**src/rtl/instr_fetch.sv**
```systemverilog
// ----------------------------------------------------------------------------
// instr_fetch
//
// Purpose:
//   Instruction fetch front end. Issues one instruction-memory request per
//   accepted PC, keeps the PCs of in-flight requests in order, pairs each
//   in-order memory response with its PC and queues {pc, instr} in a small
//   fetch buffer that the decode stage drains with a valid/ready handshake.
//   A redirect (i_flush) empties the buffer and turns every in-flight
//   request into a "discard" credit so that its late response is dropped.
//
// Parameters:
//   BUF_DEPTH        fetch buffer entries and max in-flight requests
//                    (power of two, >= 2)
//
// Ports:
//   i_clk            clock, rising edge
//   i_rst            synchronous active-high reset
//   i_pc             fetch address from the program counter
//   o_pc_stall       high when i_pc was not consumed this cycle
//   o_imem_req       instruction-memory request
//   o_imem_addr      request address (i_pc, combinational)
//   i_imem_gnt       memory grant for the current request
//   i_imem_rvalid    in-order response valid
//   i_imem_rdata     response data (instruction word)
//   o_id_valid       head buffer entry is available to decode
//   o_id_instr       head entry instruction
//   o_id_pc          head entry PC
//   i_id_ready       decode accepts the head entry
//   i_flush          redirect: discard buffered and in-flight fetches
//   o_id_misaligned  head entry is a misaligned-fetch fault
//
// Configuration:
//   IFETCH_ALIGN_CHECK_EN  when defined, a PC with non-zero bits [1:0] is not
//                          sent to memory; once no real request is in flight
//                          a fault entry {pc, instr=0, misaligned=1} is
//                          queued instead. When undefined the PC is passed
//                          through untouched and o_id_misaligned is 0.
// ----------------------------------------------------------------------------
module instr_fetch #(
  parameter int BUF_DEPTH = 2
) (
  input  logic        i_clk,
  input  logic        i_rst,
  input  logic [31:0] i_pc,
  output logic        o_pc_stall,
  output logic        o_imem_req,
  output logic [31:0] o_imem_addr,
  input  logic        i_imem_gnt,
  input  logic        i_imem_rvalid,
  input  logic [31:0] i_imem_rdata,
  output logic        o_id_valid,
  output logic [31:0] o_id_instr,
  output logic [31:0] o_id_pc,
  input  logic        i_id_ready,
  input  logic        i_flush,
  output logic        o_id_misaligned
);

  localparam int PTR_W = $clog2(BUF_DEPTH);
  localparam int CNT_W = $clog2(BUF_DEPTH + 1);
  localparam int SUM_W = CNT_W + 2;

  typedef logic [CNT_W-1:0] cnt_t;
  typedef logic [PTR_W-1:0] ptr_t;

  cnt_t outstanding_q, outstanding_d;
  cnt_t discard_q,     discard_d;
  cnt_t bufCount_q,    bufCount_d;
  ptr_t bufHead_q,     bufHead_d;
  ptr_t bufTail_q,     bufTail_d;
  ptr_t ifHead_q,      ifHead_d;
  ptr_t ifTail_q,      ifTail_d;

  logic [31:0] ifPc_q     [BUF_DEPTH];
  logic [31:0] bufPc_q    [BUF_DEPTH];
  logic [31:0] bufInstr_q [BUF_DEPTH];
`ifdef IFETCH_ALIGN_CHECK_EN
  logic        bufMis_q   [BUF_DEPTH];
`endif

  logic [SUM_W-1:0] inUse;
  logic             credit;
  logic             pcMisaligned;
  logic             accepted;
  logic             misPush;
  logic             rspPending;
  logic             rspTake;
  logic             bufPush;
  logic             bufPop;
  logic             bufNotEmpty;
  logic [31:0]      pushPc;
  logic [31:0]      pushInstr;

  // Credit counts everything that will eventually occupy a buffer slot:
  // live requests, requests whose responses must still be dropped, and
  // entries already queued. A pop in the same cycle returns no credit.
  assign inUse  = SUM_W'(outstanding_q) + SUM_W'(discard_q) + SUM_W'(bufCount_q);
  assign credit = (inUse < SUM_W'(BUF_DEPTH));

`ifdef IFETCH_ALIGN_CHECK_EN
  assign pcMisaligned = |i_pc[1:0];
`else
  assign pcMisaligned = 1'b0;
`endif

  // A misaligned PC never reaches memory. Its fault entry is queued only
  // when no real request is in flight so it lands behind older responses.
  assign o_imem_req  = credit & ~i_flush & ~i_rst & ~pcMisaligned;
  assign o_imem_addr = i_pc;
  assign accepted    = o_imem_req & i_imem_gnt;
  assign misPush     = pcMisaligned & (outstanding_q == '0) & credit & ~i_flush & ~i_rst;
  assign o_pc_stall  = ~(accepted | misPush);

  // A response beat only means something while some request is owed one.
  // Discards are older than live requests, so they are retired first.
  assign rspPending = i_imem_rvalid & ((discard_q != '0) | (outstanding_q != '0));
  assign rspTake    = i_imem_rvalid & ~i_flush & (discard_q == '0) & (outstanding_q != '0);

  assign bufPush   = rspTake | misPush;
  assign pushPc    = rspTake ? ifPc_q[ifHead_q] : i_pc;
  assign pushInstr = rspTake ? i_imem_rdata : 32'h0;

  assign bufNotEmpty = (bufCount_q != '0);
  assign o_id_valid  = bufNotEmpty & ~i_flush;
  assign bufPop      = o_id_valid & i_id_ready;

  // The head entry is forced to zero while the buffer is empty so the
  // decode-side outputs read 0 after reset regardless of stale storage.
  assign o_id_pc    = bufNotEmpty ? bufPc_q[bufHead_q]    : 32'h0;
  assign o_id_instr = bufNotEmpty ? bufInstr_q[bufHead_q] : 32'h0;
`ifdef IFETCH_ALIGN_CHECK_EN
  assign o_id_misaligned = bufNotEmpty & bufMis_q[bufHead_q];
`else
  assign o_id_misaligned = 1'b0;
`endif

  // Next-state for counters and pointers. A flush collapses the buffer and
  // the in-flight PC queue, and converts every owed response (minus a beat
  // arriving in the flush cycle itself) into a discard.
  always_comb begin
    outstanding_d = outstanding_q;
    discard_d     = discard_q;
    bufCount_d    = bufCount_q;
    bufHead_d     = bufHead_q;
    bufTail_d     = bufTail_q;
    ifHead_d      = ifHead_q;
    ifTail_d      = ifTail_q;

    if (i_flush) begin
      discard_d     = discard_q + outstanding_q - cnt_t'(rspPending);
      outstanding_d = '0;
      bufCount_d    = '0;
      bufHead_d     = '0;
      bufTail_d     = '0;
      ifHead_d      = '0;
      ifTail_d      = '0;
    end else begin
      if (i_imem_rvalid && (discard_q != '0)) begin
        discard_d = discard_q - cnt_t'(1);
      end
      outstanding_d = outstanding_q + cnt_t'(accepted) - cnt_t'(rspTake);
      bufCount_d    = bufCount_q + cnt_t'(bufPush) - cnt_t'(bufPop);
      if (bufPush) begin
        bufTail_d = bufTail_q + ptr_t'(1);
      end
      if (bufPop) begin
        bufHead_d = bufHead_q + ptr_t'(1);
      end
      if (accepted) begin
        ifTail_d = ifTail_q + ptr_t'(1);
      end
      if (rspTake) begin
        ifHead_d = ifHead_q + ptr_t'(1);
      end
    end
  end

  // Control state with synchronous reset. Clearing the outstanding and
  // discard counts makes any response to a pre-reset request look like a
  // stray beat, which is then ignored.
  always_ff @(posedge i_clk) begin
    if (i_rst) begin
      outstanding_q <= '0;
      discard_q     <= '0;
      bufCount_q    <= '0;
      bufHead_q     <= '0;
      bufTail_q     <= '0;
      ifHead_q      <= '0;
      ifTail_q      <= '0;
    end else begin
      outstanding_q <= outstanding_d;
      discard_q     <= discard_d;
      bufCount_q    <= bufCount_d;
      bufHead_q     <= bufHead_d;
      bufTail_q     <= bufTail_d;
      ifHead_q      <= ifHead_d;
      ifTail_q      <= ifTail_d;
    end
  end

  // Data storage needs no reset: every read is qualified by the counts.
  always_ff @(posedge i_clk) begin
    if (accepted) begin
      ifPc_q[ifTail_q] <= i_pc;
    end
    if (bufPush) begin
      bufPc_q[bufTail_q]    <= pushPc;
      bufInstr_q[bufTail_q] <= pushInstr;
`ifdef IFETCH_ALIGN_CHECK_EN
      bufMis_q[bufTail_q]   <= misPush;
`endif
    end
  end

endmodule

```
**config.mk**
```make
export PLATFORM = sky130hd
export DESIGN_NAME = instr_fetch
export DESIGN_NICKNAME = d
export VERILOG_FILES = /design/src/rtl/instr_fetch.sv
export SDC_FILE = /design/constraint.sdc
export NUM_CORES = 1
export LEC_CHECK = 0
export ABC_AREA = 1
export BUFFER_PORTS_ARGS = -buffer_cell sky130_fd_sc_hd__buf_2
export CAP_MARGIN = 20
export CORE_MARGIN = 8
export CORE_UTILIZATION = 45
export CTS_CLUSTER_SIZE = 28
export DETAILED_ROUTE_END_ITERATION = 6
export GPL_TIMING_DRIVEN = 0
export PLACE_DENSITY_LB_ADDON = 0.15
export SLEW_MARGIN = 0
export SYNTH_ARGS = -nofsm -noshare
export SYNTH_HDL_FRONTEND = slang
export SYNTH_SLANG_ARGS = --single-unit
```
**constraint.sdc**
```tcl
create_clock -name i_clk -period 4.96 [get_ports i_clk]
set_input_delay 1.24 -clock i_clk [delete_from_list [all_inputs] [get_ports i_clk]]
set_output_delay 1.24 -clock i_clk [all_outputs]
set_load 0.05 [all_outputs]
```
==> reports/results.ini, run 1 <==
[worst_setup_path]
worstReg2RegEnd = ifPc_q[1][18]
slowest_stage = fa_1
r2r_start = outstanding_q[1]
crit_start = outstanding_q[1]
reg2reg_slack_ps = 2050
cp.depth = 7
end_kind = primary output
crit_top_cell = inv_1
startpoint_type = flop
critPathArrivalTime_ps = 2630
crit_family = adder cells
required_ps = 3720
slowest_delay_ps = 540
crit_fanout = 6
crit_end = o_pc_stall
reg2reg_depth = 8
path_cells = inv_1 -> fa_1 -> inv_1 -> ha_1 -> nor2_1 -> nand4_1 -> buf_2
crit_buf_inv = 3
worstSetupPathType = flop to primary output

[cells_and_area]
final_common_cell = nand2_1
nets = 1066
drive_above_1_share = 0.293
diodes = 0
layout_common_cells = 206 x nand2_1, 192 x edfxtp_1, 179 x buf_2, 88 x inv_1, 69 x a21oi_1
regArea_um2 = 6010
instances_no_fill = 1263
design_area_um2 = 10900
multi_input_comb_area_um2 = 2030
syn2layout_area_growth_pct = 23.0
n_fill_cell = 1733

[place]
dp_cells = 1226
hpwl_mm = 13.6
port_buffers = 168
place_area_um2 = 10200
routabilityCongestion = 0.734

[routing]
vias = 5857
wl_per_cell_um = 15.7
via_per_inst = 4.64
drt-initial-drc-count = 278
drc = 0
dr.pass1.iters = 4
ant_nets = 0
wirelength_mm = 19.8

[clock_network]
cts.sink_count = 204
htree_num_levels = 1
hold_buffers = 0
path_clk_slew_ps = 60
cts_tree = done
numCtsBuffers = 23
cts-root-buf = clkbuf_16
ctsResizeCount = 0
cts_setup_buffers = 0
clock_latency_ps = 490
clockBufferDepth = 3

[global_route]
grt_pass1_wl_mm = 31.0
met3_usage = 0.0314
gr-max-usage-layer = met2
met1_usage = 0.208
grt_max_degree = 31
antenna_found_initial = 0
grt_pass1_vias = 5899
grt-ovfl-total = 0
gr-usage-met2 = 0.273
grt_use_total = 0.160

[logic_synthesis]
ys.flop_type = edfxtp_1
synthArstFlopShare = 0
synth_compound_area_frac = 0.0887
syn-instance-count = 787
ys_warn_count = 0
synth_xor_xnor_area_share = 0.00297
synth_fa_ha_area_frac = 0.0150
synth_top_family_by_area = simple AND/OR/NAND/NOR gates
seq_area_frac_synth = 0.679
synthesis.area_um2 = 8850
synth.ff_latch_count = 204
synth-simple-area-share = 0.119
synth_edf_count = 192
syn-num-nets = 867
syn_avg_cell_area_um2 = 11.2
synthMuxAreaShare = 0
yosys.cell_types.count = 34

[power_and_ir_drop]
leakagePower_nw = 4.48
finalPower_mw = 3.68
p_per_area_nw_per_um2 = 338
vdd_drop_max_mv = 0.204

[worst_hold_path]
hold_class = flop to flop

[sta]
clock.fmax_mhz = 258
worstMarginPinSlew_ps = 635
slew_violations = 0
slew_headroom = 0.576
hold_slack_ps = 504
period_share = 0.780
finClkSkew_ps = 11.5
period_minus_slack_ps = 3870
setup_viol = 0
rsz0062_at_grt = no
hold_violations = 0

[floorplanning]
core_area_um2 = 19400
dieWidth_um = 156
die_y_um = 156
dieArea_um2 = 24400
rows = 51
ios = 170
start_util = 0.456

[run]
max_cap_violations = 0

[run_status]
status = finished, final reports clean

[worst min-delay path by stage]
stage,from,endpoint,slack [ps],cells past startpoint
6_report,bufHead_q,bufHead_q,500,2
5_1_grt,ifHead_q,ifHead_q,530,2
4_1_cts,ifHead_q,ifHead_q,500,2
3_5_place_dp,ifHead_q,ifHead_q,490,2
3_3_place_gp,ifHead_q,flop,480,2
2_1_floorplan,bufHead_q,flop,470,2
[through the flow]
| stage | TNS [ps] | utilization | setup WS (ps) |
|---|---|---|---|
| final | 0 | 0.561 | 1090 |
| after global routing | 0 | 0.561 | 886 |
| after CTS | 0 | 0.561 | 1050 |
| after detailed placement | 0 | 0.525 | 1440 |
| after global placement | -148520 | 0.517 | -2020 |
| after floorplan | 0 | - | 51.1 |
[cells in the mapped netlist (2+ instances only)]
cell | n | area, um2
a21oi_1 | 69 | 345
buf_4 | 33 | 248
buf_1 | 3 | 11.3
ha_1 | 9 | 113
nand2_1 | 206 | 773
buf_12 | 2 | 40.0
xor2_1 | 2 | 17.5
buf_6 | 8 | 90.1
dfxtp_1 | 12 | 240
edfxtp_1 | 192 | 5770
buf_2 | 11 | 55.1
clkbuf_1 | 14 | 52.6
inv_1 | 88 | 330
o21ai_1 | 3 | 15.0
inv_2 | 2 | 7.51
o21ai_2 | 25 | 219
nor2_1 | 49 | 184
o21ai_0 | 38 | 190
nand3_1 | 5 | 25.0
nor3_1 | 2 | 10.0
[logic make-up (layout without fill, tap and decap cells)]
family                   count (synthesis)  after routing
other                                    1              1
AO/OA/AOI/OAI                          137            137
adder cells (fa/ha/maj)                 10             10
AND/OR/NAND/NOR                        269            269
buffers and inverters                  163            374
flip-flops                             204            204
XOR/XNOR                                 3              3
[routing by layer]
layer	part of all wire	routed length (um)	vias up
met1	0.45	8950	2698
met5	0	0	-
met4	0.013	267	0
met2	0.47	9390	156
met3	0.061	1200	23
li1	-	-	2980
[registers in the layout, summed over array words and instances, names as in the netlist, named ones only]
signal / cells
ifHead_q: 1
bufCount_q: 2
discard_q: 2
outstanding_q: 2
bufPc_q: 64
ifTail_q: 1
bufTail_q: 1
ifPc_q: 64
bufInstr_q: 64
bufHead_q: 1
[worst min-delay path, stage by stage (launching register included)]
cell     delay [ps]
dfxtp_1         320
xor2_1           80
nor2_1           80
[area by class of cell]
| class | count | share of cell area |
|---|---|---|
| Multi-Input combinational cell | 420 | 0.186 |
| Clock inverter | 7 | 0.00483 |
| Clock buffer | 30 | 0.0590 |
| Buffer | 71 | 0.0456 |
| Inverter | 92 | 0.0319 |
| Sequential cell | 204 | 0.552 |
| Tap cell | 265 | 0.0305 |
| Timing Repair Buffer | 174 | 0.0903 |
[report_power, final]
part           switching, mW  internal (mW)  leakage [nW]
sequential           0.00460           1.89          1.84
clock                  0.615          0.947         0.339
combinational          0.143         0.0775          2.30
Power figures use the tool's default switching activity.
==> run 2, diff against run 1 <==
ABC_AREA = 0   (was 1)
clock period = 3.45 ns   (was 4.96 ns; I/O delays follow)
==> run 2 against run 1 <==
  * Die area is 1.6% lower
  * Global-route usage is 1.1 points lower
  * Largest cell class unchanged
  * Sequential cell count stayed put
==> reports/results.ini, run 2 <==
[worst_setup_path]
crit_top_cell = inv_1
slowest_delay_ps = 520  ; -20 ps
slowest_stage = fa_1
path_cells = inv_1 -> fa_1 -> inv_1 -> ha_1 -> nor3b_4 -> nand3_2 -> buf_4
critPathArrivalTime_ps = 2450  ; -180 ps
startpoint_type = flop
end_kind = primary output
crit_fanout = 5  ; -1
worstSetupPathType = flop to primary output
required_ps = 2590  ; -1130 ps

[sta]
hold_violations = 0  ; unchanged
rsz0062_at_grt = no
worstMarginPinSlew_ps = 1030  ; +395 ps
hold_slack_ps = 495  ; -8.90 ps
period_minus_slack_ps = 3320
slew_violations = 0  ; unchanged
slew_headroom = 0.312  ; -0.264
clock.fmax_mhz = 301
finClkSkew_ps = 6.11  ; -5.43 ps
setup_viol = 0  ; unchanged
period_share = 0.961

[routing]
ant_nets = 0  ; unchanged
via_per_inst = 4.88  ; +5.2%
wl_per_cell_um = 17.2  ; +9.8%
dr.pass1.iters = 4  ; unchanged
drt-initial-drc-count = 228  ; -18%
vias = 5233  ; -11%
drc = 0  ; unchanged
wirelength_mm = 18.5  ; -6.7%

[logic_synthesis]
synthTopCellsByArea = edfxtp_1 66%, mux2i_1 11%, nor2_1 3.2%, buf_4 3.0%, dfxtp_1 2.8%
synth-simple-area-share = 0.0687  ; -0.0501
synth.ff_latch_count = 204  ; unchanged
synthesis.area_um2 = 8690  ; -1.8%
synth_compound_area_frac = 0.0504  ; -0.0383
synth_commonest_cells = 192 x edfxtp_1, 97 x mux2i_1, 74 x nor2_1
yosys.cell_types.count = 41  ; +21%
seq_area_frac_synth = 0.691  ; +0.0123
yosys.area.top_type_share = 0.663  ; +0.0118
synth_xor_xnor_area_share = 0.00907  ; +0.00610
synth_top_cell_by_area = edfxtp_1
ys_warn_count = 0  ; unchanged
syn_avg_cell_area_um2 = 14.6  ; +30%
synth_edf_count = 192  ; unchanged
syn-num-nets = 676  ; -22%
synth_fa_ha_area_frac = 0.0153  ; +0.000272
synth_top_family_by_area = multiplexers
syn-instance-count = 596  ; -24%
synthMuxAreaShare = 0.112  ; +0.112
ys.flop_type = edfxtp_1
yosysMostFrequentCell = edfxtp_1
synthArstFlopShare = 0  ; unchanged

[global_route]
grt_pass1_vias = 5528  ; -6.3%
grt_pass1_wl_mm = 28.6  ; -7.9%
grt_max_degree = 65  ; +110%
grt_use_total = 0.149  ; -0.0112
grt-ovfl-total = 0  ; unchanged
antenna_found_initial = 0  ; unchanged

[cells_and_area]
instances_no_fill = 1073  ; -15%
diodes = 0  ; unchanged
nets = 873  ; -18%
multi_input_comb_area_um2 = 2240  ; +10%
regArea_um2 = 6010  ; about the same
drive_above_1_share = 0.338  ; +0.0453
reg_top3 = bufInstr_q (64), bufPc_q (64), ifPc_q (64)
final_common_cell = edfxtp_1
n_fill_cell = 1608  ; -7.2%
syn2layout_area_growth_pct = 22.3
layout_common_cells = 192 x edfxtp_1, 177 x buf_2, 97 x mux2i_1, 73 x nor2_1, 40 x buf_4

[place]
port_buffers = 168  ; unchanged
hpwl_mm = 12.4  ; -9.1%
routabilityCongestion = 0.765  ; +4.1%
dp_cells = 1030  ; -16%

[floorplanning]
start_util = 0.452  ; -0.00366
dieArea_um2 = 24000  ; -1.6%
dieWidth_um = 155  ; -0.80%
ios = 170  ; unchanged
core_area_um2 = 19200  ; -0.99%
rows = 51  ; unchanged
die_y_um = 155  ; -0.80%

[clock_network]
numCtsBuffers = 22  ; -4.3%
htree_num_levels = 1  ; unchanged
clock_latency_ps = 480  ; about the same
cts-root-buf = clkbuf_16
path_clk_slew_ps = 60  ; about the same
cts.sink_count = 204  ; unchanged
clockBufferDepth = 3  ; unchanged
hold_buffers = 0  ; unchanged
cts_tree = done

[run_status]
status = finished, final reports clean

[run]
max_cap_violations = 0  ; unchanged

[worst_hold_path]
hold_class = flop to flop

[power_and_ir_drop]
leakagePower_nw = 3.86  ; -14%
vdd_drop_max_mv = 0.303  ; +48%
p_per_area_nw_per_um2 = 496  ; +47%

## run 2: changes by cell type after synthesis, moves of 4 or more
| cell | previous run | this run |
|---|---|---|
| nand2_1 | 206 | 1 |
| mux2i_1 | 0 | 97 |
| inv_1 | 88 | 11 |
| a21oi_1 | 69 | 2 |
| and2_1 | 0 | 33 |
| nor2_1 | 49 | 74 |
| o21ai_1 | 3 | 26 |
| o21ai_2 | 25 | 4 |
| clkbuf_1 | 14 | 6 |
| buf_6 | 8 | 3 |
| and2_2 | 0 | 4 |
| clkbuf_2 | 0 | 4 |
| nand3_1 | 5 | 1 |
| xnor2_1 | 1 | 5 |
## run 2: per-layer routing
metal	part of all wire	vias up	global-route usage
li1	-	2522	-
met1	0.43	2543	0.180
met2	0.50	144	0.267
met3	0.051	24	0.0283
met4	0.016	0	0.0397
met5	0	-	0
## run 2: area by class of cell
| cell class | count | share of cell area |
|---|---|---|
| sequential | 204 | 0.565 |
| tap | 265 | 0.0312 |
| clock inverter | 4 | 0.00153 |
| timing repair buffer | 173 | 0.0853 |
| buffer | 65 | 0.0392 |
| inverter | 12 | 0.00471 |
| clock buffer | 35 | 0.0621 |
| multi-input combinational | 315 | 0.211 |
## run 2: kinds of logic after synthesis
family	Yosys count
flops	204
simple gates	122
mux	97
buf+inv	77
compound gates	76
fa+ha+maj	10
xor+xnor	9
other cells	1
## run 2: worst paths after layout
path	startpoint	to	slack, ps	cells past startpoint
setup / recovery	outstanding_q[1]	o_pc_stall	130	7
hold / removal	bufTail_q	bufTail_q	490	2
setup reg to reg	outstanding_q[1]	ifPc_q[1][14]	370	8
hold reg to reg	bufTail_q	bufTail_q	490	2
## run 2: report_power, final
group          leakage (nW)  switching [mW]  total, mW  internal (mW)
Sequential             1.71         0.00991       2.74           2.73
Clock                 0.330           0.879       2.18           1.30
Combinational          1.83           0.228      0.358          0.129
## run 2: repair_timing
action                                  in CTS  in global routing
buffers inserted                             2                  2
resized for setup                            3                  6
pin swaps                                    1                  2
endpoints found under the setup margin       2                  2
## run 2: critical path, delay by kind of cell (launching register included)
| kind | cells | cell delay (ps) |
|---|---|---|
| flops | 1 | 390 |
| simple gates | 2 | 400 |
| fa+ha+maj | 2 | 850 |
| buf+inv | 3 | 330 |
## run 2: per-stage QoR
step                TNS, ps  power [mW]  setup slack, ps  utilization  cell area, um2
finish                    0        5.28              133        0.554           10600
global route              0        5.47            0.944        0.554           10600
CTS                       0        5.32             15.6        0.552           10600
detailed placement        0        3.13              143        0.516            9900
global placement     -35010        3.12             -552        0.514            9870
floorplan                 0        3.01              169            -            8700
